$ cat config.mk
export PLATFORM = sky130hd
export DESIGN_NAME = ahb_sram_master
export DESIGN_NICKNAME = d
export VERILOG_FILES = /design/src/rtl/ahb_sram_master.sv
export SDC_FILE = /design/constraint.sdc
export NUM_CORES = 1
export LEC_CHECK = 0
export ABC_CLOCK_PERIOD_IN_PS = 3100
export CAP_MARGIN = 10
export CORE_ASPECT_RATIO = 0.9
export CORE_UTILIZATION = 56
export DETAILED_ROUTE_END_ITERATION = 16
export DONT_BUFFER_PORTS = 1
export PLACE_DENSITY = 0.79
export SKIP_LAST_GASP = 1
export SYNTH_ARGS = -nofsm -noshare
export SYNTH_HDL_FRONTEND = slang
export SYNTH_SLANG_ARGS = --single-unit
$ cat constraint.sdc
create_clock -name hclk -period 3.1 [get_ports hclk]
set_input_delay 0.31 -clock hclk [delete_from_list [all_inputs] [get_ports hclk]]
set_output_delay 0.31 -clock hclk [all_outputs]
set_load 0.05 [all_outputs]
$ cat src/rtl/ahb_sram_master.sv
// AHB-Lite master that turns SINGLE/INCR4 commands into bus transfers.
// It rejects illegal commands without touching the bus and reports errors through done/rsp_err.
module ahb_sram_master (
    input  logic        hclk,
    input  logic        hreset,
    input  logic        cmd_valid,
    output logic        cmd_ready,
    input  logic        cmd_write,
    input  logic [31:0] cmd_addr,
    input  logic [1:0]  cmd_size,
    input  logic        cmd_incr4,
    input  logic [31:0] wdata,
    output logic        wdata_pop,
    output logic [31:0] rdata,
    output logic        rdata_valid,
    output logic        done,
    output logic        rsp_err,
    output logic        hsel,
    output logic [1:0]  htrans,
    output logic [1:0]  hsize,
    output logic [3:0]  hburst,
    output logic        hwrite,
    output logic [31:0] haddr,
    output logic [31:0] hwdata,
    input  logic        hready,
    input  logic [31:0] hrdata,
    input  logic [2:0]  hresp
);

    localparam logic [1:0] TRANS_IDLE   = 2'b00;
    localparam logic [1:0] TRANS_NONSEQ = 2'b10;
    localparam logic [1:0] TRANS_SEQ    = 2'b11;
    localparam logic [3:0] BURST_SINGLE = 4'd0;
    localparam logic [3:0] BURST_INCR4  = 4'd3;
    localparam logic [2:0] RESP_OKAY    = 3'b000;
    localparam logic [2:0] RESP_ERROR   = 3'b001;

    typedef enum logic [2:0] {IDLE, ADDR, BURST, DRAIN, ERR} state_e;

    state_e      state_q, state_d;
    logic        hsel_q, hsel_d;
    logic [1:0]  htrans_q, htrans_d;
    logic [1:0]  hsize_q, hsize_d;
    logic [3:0]  hburst_q, hburst_d;
    logic        hwrite_q, hwrite_d;
    logic [31:0] haddr_q, haddr_d;
    logic [31:0] hwdata_q, hwdata_d;
    logic [31:0] rdata_q, rdata_d;
    logic        rdata_valid_q, rdata_valid_d;
    logic        done_q, done_d;
    logic        rsp_err_q, rsp_err_d;
    logic [1:0]  beat_q, beat_d;
    logic        dphase_q, dphase_d;

    logic        addr_phase;
    logic        last_beat;
    logic        misaligned;
    logic        crosses_1k;
    logic        cmd_illegal;
    logic [5:0]  burst_bytes;
    logic [10:0] end_offset;
    logic [2:0]  beat_bytes;

    // An INCR4 burst is illegal if its last byte lands in the next 1 KB page.
    always_comb begin
        misaligned  = ((cmd_size == 2'd1) && cmd_addr[0]) ||
                      ((cmd_size == 2'd2) && (cmd_addr[1:0] != 2'b00));
        burst_bytes = 6'd4 << cmd_size;
        end_offset  = {1'b0, cmd_addr[9:0]} + {5'd0, burst_bytes} - 11'd1;
        crosses_1k  = cmd_incr4 && end_offset[10];
        cmd_illegal = (cmd_size == 2'd3) || misaligned || crosses_1k;
    end

    assign addr_phase = (state_q == ADDR) || (state_q == BURST);
    assign last_beat  = (hburst_q != BURST_INCR4) || (beat_q == 2'd3);
    assign beat_bytes = 3'd1 << hsize_q;
    assign cmd_ready  = (state_q == IDLE);
    assign wdata_pop  = addr_phase && hready && hwrite_q;

    // NOTE: every signal gets its hold/default value before the case so no path infers a latch.
    always_comb begin
        state_d       = state_q;
        hsel_d        = hsel_q;
        htrans_d      = htrans_q;
        hsize_d       = hsize_q;
        hburst_d      = hburst_q;
        hwrite_d      = hwrite_q;
        haddr_d       = haddr_q;
        hwdata_d      = hwdata_q;
        rdata_d       = rdata_q;
        beat_d        = beat_q;
        dphase_d      = dphase_q;
        rdata_valid_d = 1'b0;
        done_d        = 1'b0;
        rsp_err_d     = 1'b0;

        if (hready) dphase_d = addr_phase;
        if (dphase_q && hready && (hresp == RESP_OKAY) && !hwrite_q) begin
            rdata_d       = hrdata;
            rdata_valid_d = 1'b1;
        end

        case (state_q)
            IDLE: begin
                if (cmd_valid) begin
                    if (cmd_illegal) begin
                        done_d    = 1'b1;
                        rsp_err_d = 1'b1;
                    end else begin
                        state_d  = ADDR;
                        hsel_d   = 1'b1;
                        htrans_d = TRANS_NONSEQ;
                        haddr_d  = cmd_addr;
                        hsize_d  = cmd_size;
                        hwrite_d = cmd_write;
                        hburst_d = cmd_incr4 ? BURST_INCR4 : BURST_SINGLE;
                        beat_d   = 2'd0;
                    end
                end
            end
            ADDR, BURST: begin
                if (dphase_q && !hready && (hresp == RESP_ERROR)) begin
                    // Cancel the pending address phase on the first error cycle.
                    state_d  = ERR;
                    hsel_d   = 1'b0;
                    htrans_d = TRANS_IDLE;
                end else if (hready) begin
                    if (hwrite_q) hwdata_d = wdata;
                    if (last_beat) begin
                        state_d  = DRAIN;
                        hsel_d   = 1'b0;
                        htrans_d = TRANS_IDLE;
                    end else begin
                        state_d  = BURST;
                        htrans_d = TRANS_SEQ;
                        haddr_d  = haddr_q + {29'd0, beat_bytes};
                        beat_d   = beat_q + 2'd1;
                    end
                end
            end
            DRAIN: begin
                if (!hready && (hresp == RESP_ERROR)) begin
                    state_d = ERR;
                end else if (hready) begin
                    state_d = IDLE;
                    done_d  = 1'b1;
                end
            end
            ERR: begin
                if (hready) begin
                    state_d   = IDLE;
                    done_d    = 1'b1;
                    rsp_err_d = 1'b1;
                end
            end
            default: state_d = IDLE;
        endcase
    end

    // NOTE: state registers use non-blocking assignments so every flop samples pre-edge values.
    always_ff @(posedge hclk or posedge hreset) begin
        if (hreset) begin
            state_q       <= IDLE;
            hsel_q        <= 1'b0;
            htrans_q      <= TRANS_IDLE;
            hsize_q       <= 2'd0;
            hburst_q      <= BURST_SINGLE;
            hwrite_q      <= 1'b0;
            haddr_q       <= 32'd0;
            hwdata_q      <= 32'd0;
            rdata_q       <= 32'd0;
            rdata_valid_q <= 1'b0;
            done_q        <= 1'b0;
            rsp_err_q     <= 1'b0;
            beat_q        <= 2'd0;
            dphase_q      <= 1'b0;
        end else begin
            state_q       <= state_d;
            hsel_q        <= hsel_d;
            htrans_q      <= htrans_d;
            hsize_q       <= hsize_d;
            hburst_q      <= hburst_d;
            hwrite_q      <= hwrite_d;
            haddr_q       <= haddr_d;
            hwdata_q      <= hwdata_d;
            rdata_q       <= rdata_d;
            rdata_valid_q <= rdata_valid_d;
            done_q        <= done_d;
            rsp_err_q     <= rsp_err_d;
            beat_q        <= beat_d;
            dphase_q      <= dphase_d;
        end
    end

    assign hsel        = hsel_q;
    assign htrans      = htrans_q;
    assign hsize       = hsize_q;
    assign hburst      = hburst_q;
    assign hwrite      = hwrite_q;
    assign haddr       = haddr_q;
    assign hwdata      = hwdata_q;
    assign rdata       = rdata_q;
    assign rdata_valid = rdata_valid_q;
    assign done        = done_q;
    assign rsp_err     = rsp_err_q;

endmodule

---- Word level (Yosys, flattened, before mapping) ----
Index checks and enable logic that the tools add are counted.
storage, ports and cells
  register bits after elaboration ......... 115
  input bits .............................. 107
  output and inout port bits .............. 111
  logic and storage cells ................. 108
cells by class
  add/subtract/negate cells ............... 4
  eq/ne operators ......................... 17
  shift-type cells ........................ 2
  mux-type cells .......................... 40
  bitwise gates (word level) .............. 2
  reductions and logical operators ........ 29
operators with widths
  operator                                                               count
  32-bit 2-to-1 mux                                                      5
  32-bit one-hot mux with 2 select lines                                 1
  32-bit by 3-bit adder with 32-bit output                               1
  2-bit 2-to-1 mux                                                       11
  3-bit 2-to-1 mux                                                       6
  3-bit one-hot mux with 4 select lines                                  1
  10-bit by 6-bit adder with 11-bit output                               1
  1-bit logical AND                                                      11
  1-bit 2-to-1 mux                                                       11
  11-bit by 1-bit subtractor with 11-bit output, second input constant   1
  2-bit != test, second input constant                                   5
  2-bit one-hot mux with 2 select lines                                  2
  4-bit AND reduction                                                    2
  2-bit equality test, second input constant                             3
  3-bit by 1-bit equality test with 1-bit output, second input constant  2
  3-bit by 2-bit equality test with 1-bit output, second input constant  2
  3-bit zero test                                                        2
  3-bit != test, second input constant                                   2
  3-bit AND reduction                                                    2
  6-bit AND reduction                                                    1
  3-bit by 2-bit << shifter with 6-bit output, first input constant      1
  1-bit logical OR                                                       5
  5-bit AND reduction                                                    1
  4-bit by 2-bit != test with 1-bit output, second input constant        1
  other kinds (10)                                                       14

---- Longest topological paths before layout ----
  depth after elaboration ................. 8
  depth in mapped cells ................... 12
  depth with buffers taken out ............ 10

---- Least setup slack after synthesis ----
OpenSTA, ideal clock, no wires.
  path type ............................... register to register
  start ................................... reg hsize_q[0], in the netlist hsize[0]
  end ..................................... reg haddr_q[28], in the netlist haddr[28]
  library setup time ...................... 0.087 ns
  arrival ................................. 2.717 ns
  required time ........................... 3.013 ns
  path slack .............................. 0.296 ns
  cell stages (with the launch flop) ...... 11
  buffers on the path ..................... 0
  clock period less this slack ............ 2.804 ns
  cell sequence ........................... dfrtp_1 nor2_1 ha_1 inv_1 fa_1 nor2b_1 o211ai_2 nor4_4 a31oi_1 or3_1 a22oi_1
between the ends
  cells in the longest elaborated chain, start to end .. 6
ends and longest elaborated chain
  item                                         RTL line  source
  start, declared                              43        logic [1:0] hsize_q, hsize_d;
  start signal, assigned                       181       hsize_q <= hsize_d;
  1-bit by 2-bit << shifter with 3-bit output  76        assign beat_bytes = 3'd1 << hsize_q;
  32-bit by 3-bit adder with 32-bit output     136       haddr_d = haddr_q + {29'd0, beat_bytes};
  32-bit 2-to-1 mux                            129       if (last_beat) begin
  32-bit 2-to-1 mux                            127       end else if (hready) begin
  32-bit 2-to-1 mux                            122       if (dphase_q && !hready && (hresp == RESP_ERROR)) begin
  32-bit one-hot mux with 2 select lines       103       case (state_q)
  end signal, assigned                         184       haddr_q <= haddr_d;
  end, declared                                46        logic [31:0] haddr_q, haddr_d;
No other way between the ends. The select of a mux whose other input is x is not followed.
A chain may end at the register's enable or synchronous reset.

---- Worst setup path after layout ----
Same ends and word-level chain as after synthesis.

==> results.ini <==
[clocking]
cts_htree_levels=3
clk_latency_ps=340
cts-buffers-inserted=9
cts.hold.buffers_added=0
ctsRootBufferMaster=clkbuf_16
cts.sinks=112
cts_setup_buffers=0
clockBufferDepth=2
clk_pin_slew_ps=80
post_cts_resized=0
cts_tree=yes

[routing]
finalWirelength_um=14500
routedWlPerCell_um=19.7
via_count=4647
via_per_inst=6.35
drtIter0Drc=309
firstDrtPassIters=5
drc=0
ant_nets=0

[setup_path]
cp_data_arrival_time_ps=3160
endpoint=haddr[28]
startpoint_type=flop
crit_cells=10
end_kind=flop
crit_chain=nor2_1, ha_1, inv_1, fa_1, nor2b_1, o211ai_2, nor4_4, a31oi_1, or3_1, a22oi_1
path_max_fanout=6
crit_start=hsize[0]
cpPeakStageDelay_ps=470
slowest_stage=nor4_4
reg2reg_to=haddr[28]
worstSetupPathType=flop to flop
crit_required_ps=3360
worst-path-buf-inv=1
reg2regPathDepth=10
worstReg2RegStart=hsize[0]
r2r_setup_slack_ps=200
path_delay_family=simple AND/OR/NAND/NOR gates

[placed_design]
gp_congestion=0.917
dp.cells=716
portBuffers=0
hpwl_um=10300

[grt]
grt_max_degree=113
grt_pass1_wl_um=22200
grt_pass1_vias=4359
grtUsageTotal=0.265
antenna_found_initial=0
grt-ovfl-total=0

[synthesis]
async_flop_share=1.00
yosys.area.top_type=dfrtp_1
yosysMostFrequentCell=nand2_1
ys_types=67
ys_top_cells_by_area=dfrtp_1 (48%), nand2_1 (8.6%), mux2_2 (7.2%)
synth_top_flop_cell=dfrtp_1
synthCells=594
yosysTopAreaCellShare=0.485
yosys-top-cells-count=nand2_1 (132), dfrtp_1 (112), mux2_2 (37)
ys_seq_elements=112
synth-seq-area-share=0.485
synth_edf_count=0
synth_warnings=0
syn_area_per_cell_um2=9.74
synth_area_um2=5780

[timing]
rsz0062_at_grt=false
slew_headroom=0.382
maxSlewViolCount=0
final-setup-viol-count=0
fin_tns_setup_ps=0
tightest_slew_ps=926
final.period_utilization=0.934
hold_viol_final=0
period_minus_slack_ps=2900
fmax_mhz=345
fin_skew_ps=5.71

[finish]
final_layout_size_suffix_gt1_frac=0.170
areaGrowthSynthToFinish_pct=9.82
nets=725
final_util=0.644
stdcell_count=732
fillerInstances=781
n_antenna_cell=0

[floorplanning]
initial_core_util=0.586
rows=34
ios=218
core-area_um2=9870
die_h_um=98.4
dieArea_um2=10700
die_w_um=109

[run]
max_cap_viol_count=0

[status]
outcome=complete, no violations

[worst_hold_path]
hp-class=primary input to asynchronous set/reset pin

area by class of cell:
class | instances | area [µm²] | area share
Tap cell | 126 | 158 | 0.0248
Timing Repair Buffer | 28 | 235 | 0.0370
Clock inverter | 6 | 83.8 | 0.0132
Sequential cell | 112 | 2800 | 0.441
Multi-Input combinational cell | 419 | 2710 | 0.427
Inverter | 31 | 120 | 0.0189
Clock buffer | 10 | 239 | 0.0376
layout by cell type (no fill, tap or decap), types with 3 or more instances in the layout:
master,synthesis,final
nand2_1,132,132
dfrtp_1,112,112
mux2_2,37,37
inv_1,31,30
a21oi_1,28,28
buf_4,4,26
o21ai_0,24,24
a31oi_1,18,18
ha_1,16,16
nor2_1,15,15
nand3_1,14,14
o22ai_1,13,13
o31ai_1,10,10
clkbuf_16,0,9
a2bb2oi_1,8,8
nand4_1,7,7
nor3_1,7,7
o21ai_1,7,7
o21a_1,4,4
and3_1,5,4
a21o_1,4,4
nor4_2,3,3
and4_1,3,3
or3_1,3,3
a211oi_1,3,3
nor4_1,3,3
o22a_1,3,3
mux2_1,3,3
mux2i_1,3,3
nand2b_1,3,3
per-layer routing:
metal,GRT usage,vias up,part of all wire
li1,-,2123,-
met3,0.0628,27,0.076
met4,0.0800,0,0.016
met5,0,-,0
met2,0.442,223,0.50
met1,0.340,2274,0.41
cells by family (layout without fill, tap and decap cells):
family,count (synthesis),count (layout),share of synthesized area
other,1,2,0.000648
flip-flops,112,112,0.485
XOR/XNOR,3,3,0.00454
AO/OA/AOI/OAI,141,141,0.162
buffers and inverters,64,75,0.0474
AND/OR/NAND/NOR,212,212,0.178
adder cells (fa/ha/maj),18,18,0.0398
multiplexers,43,43,0.0831
through the flow:
step	hold WS (ps)	worst slack, ps	cell area (µm²)
global route	56.8	73.2	6350
floorplan	415	296	5790
global placement	407	275	6030
finish	19.2	205	6350
CTS	46.9	244	6350
detailed placement	414	186	6030
how the worst min path moves through the flow:
stage	end
5_1_grt	rdata[3]
6_report	rdata[1]
4_1_cts	rdata[13]
3_5_place_dp	hwdata[24]
2_1_floorplan	rdata[0]
3_3_place_gp	rdata[2]
state kept, by name, indices dropped and copies added (netlist names):
| name | flops |
|---|---|
| hwdata | 32 |
| rdata_valid | 1 |
| rdata | 32 |
| hburst | 1 |
| rsp_err | 1 |
| state_q | 3 |
| haddr | 32 |
| hsize | 2 |
| htrans | 2 |
| hwrite | 1 |
| dphase_q | 1 |
| done | 1 |
| beat_q | 2 |
| hsel | 1 |
worst register-to-register path: cells and delay by family (launching register included):
family	cells	cell delay, ps
buffers and inverters	1	70
and+or+nand+nor	4	1250
DFF	1	410
adders and majority gates	2	600
AOI/OAI and AO/OA	3	490
Power is not shown: default switching activity piles up to over one toggle a cycle in this logic, so the estimate is an artifact.
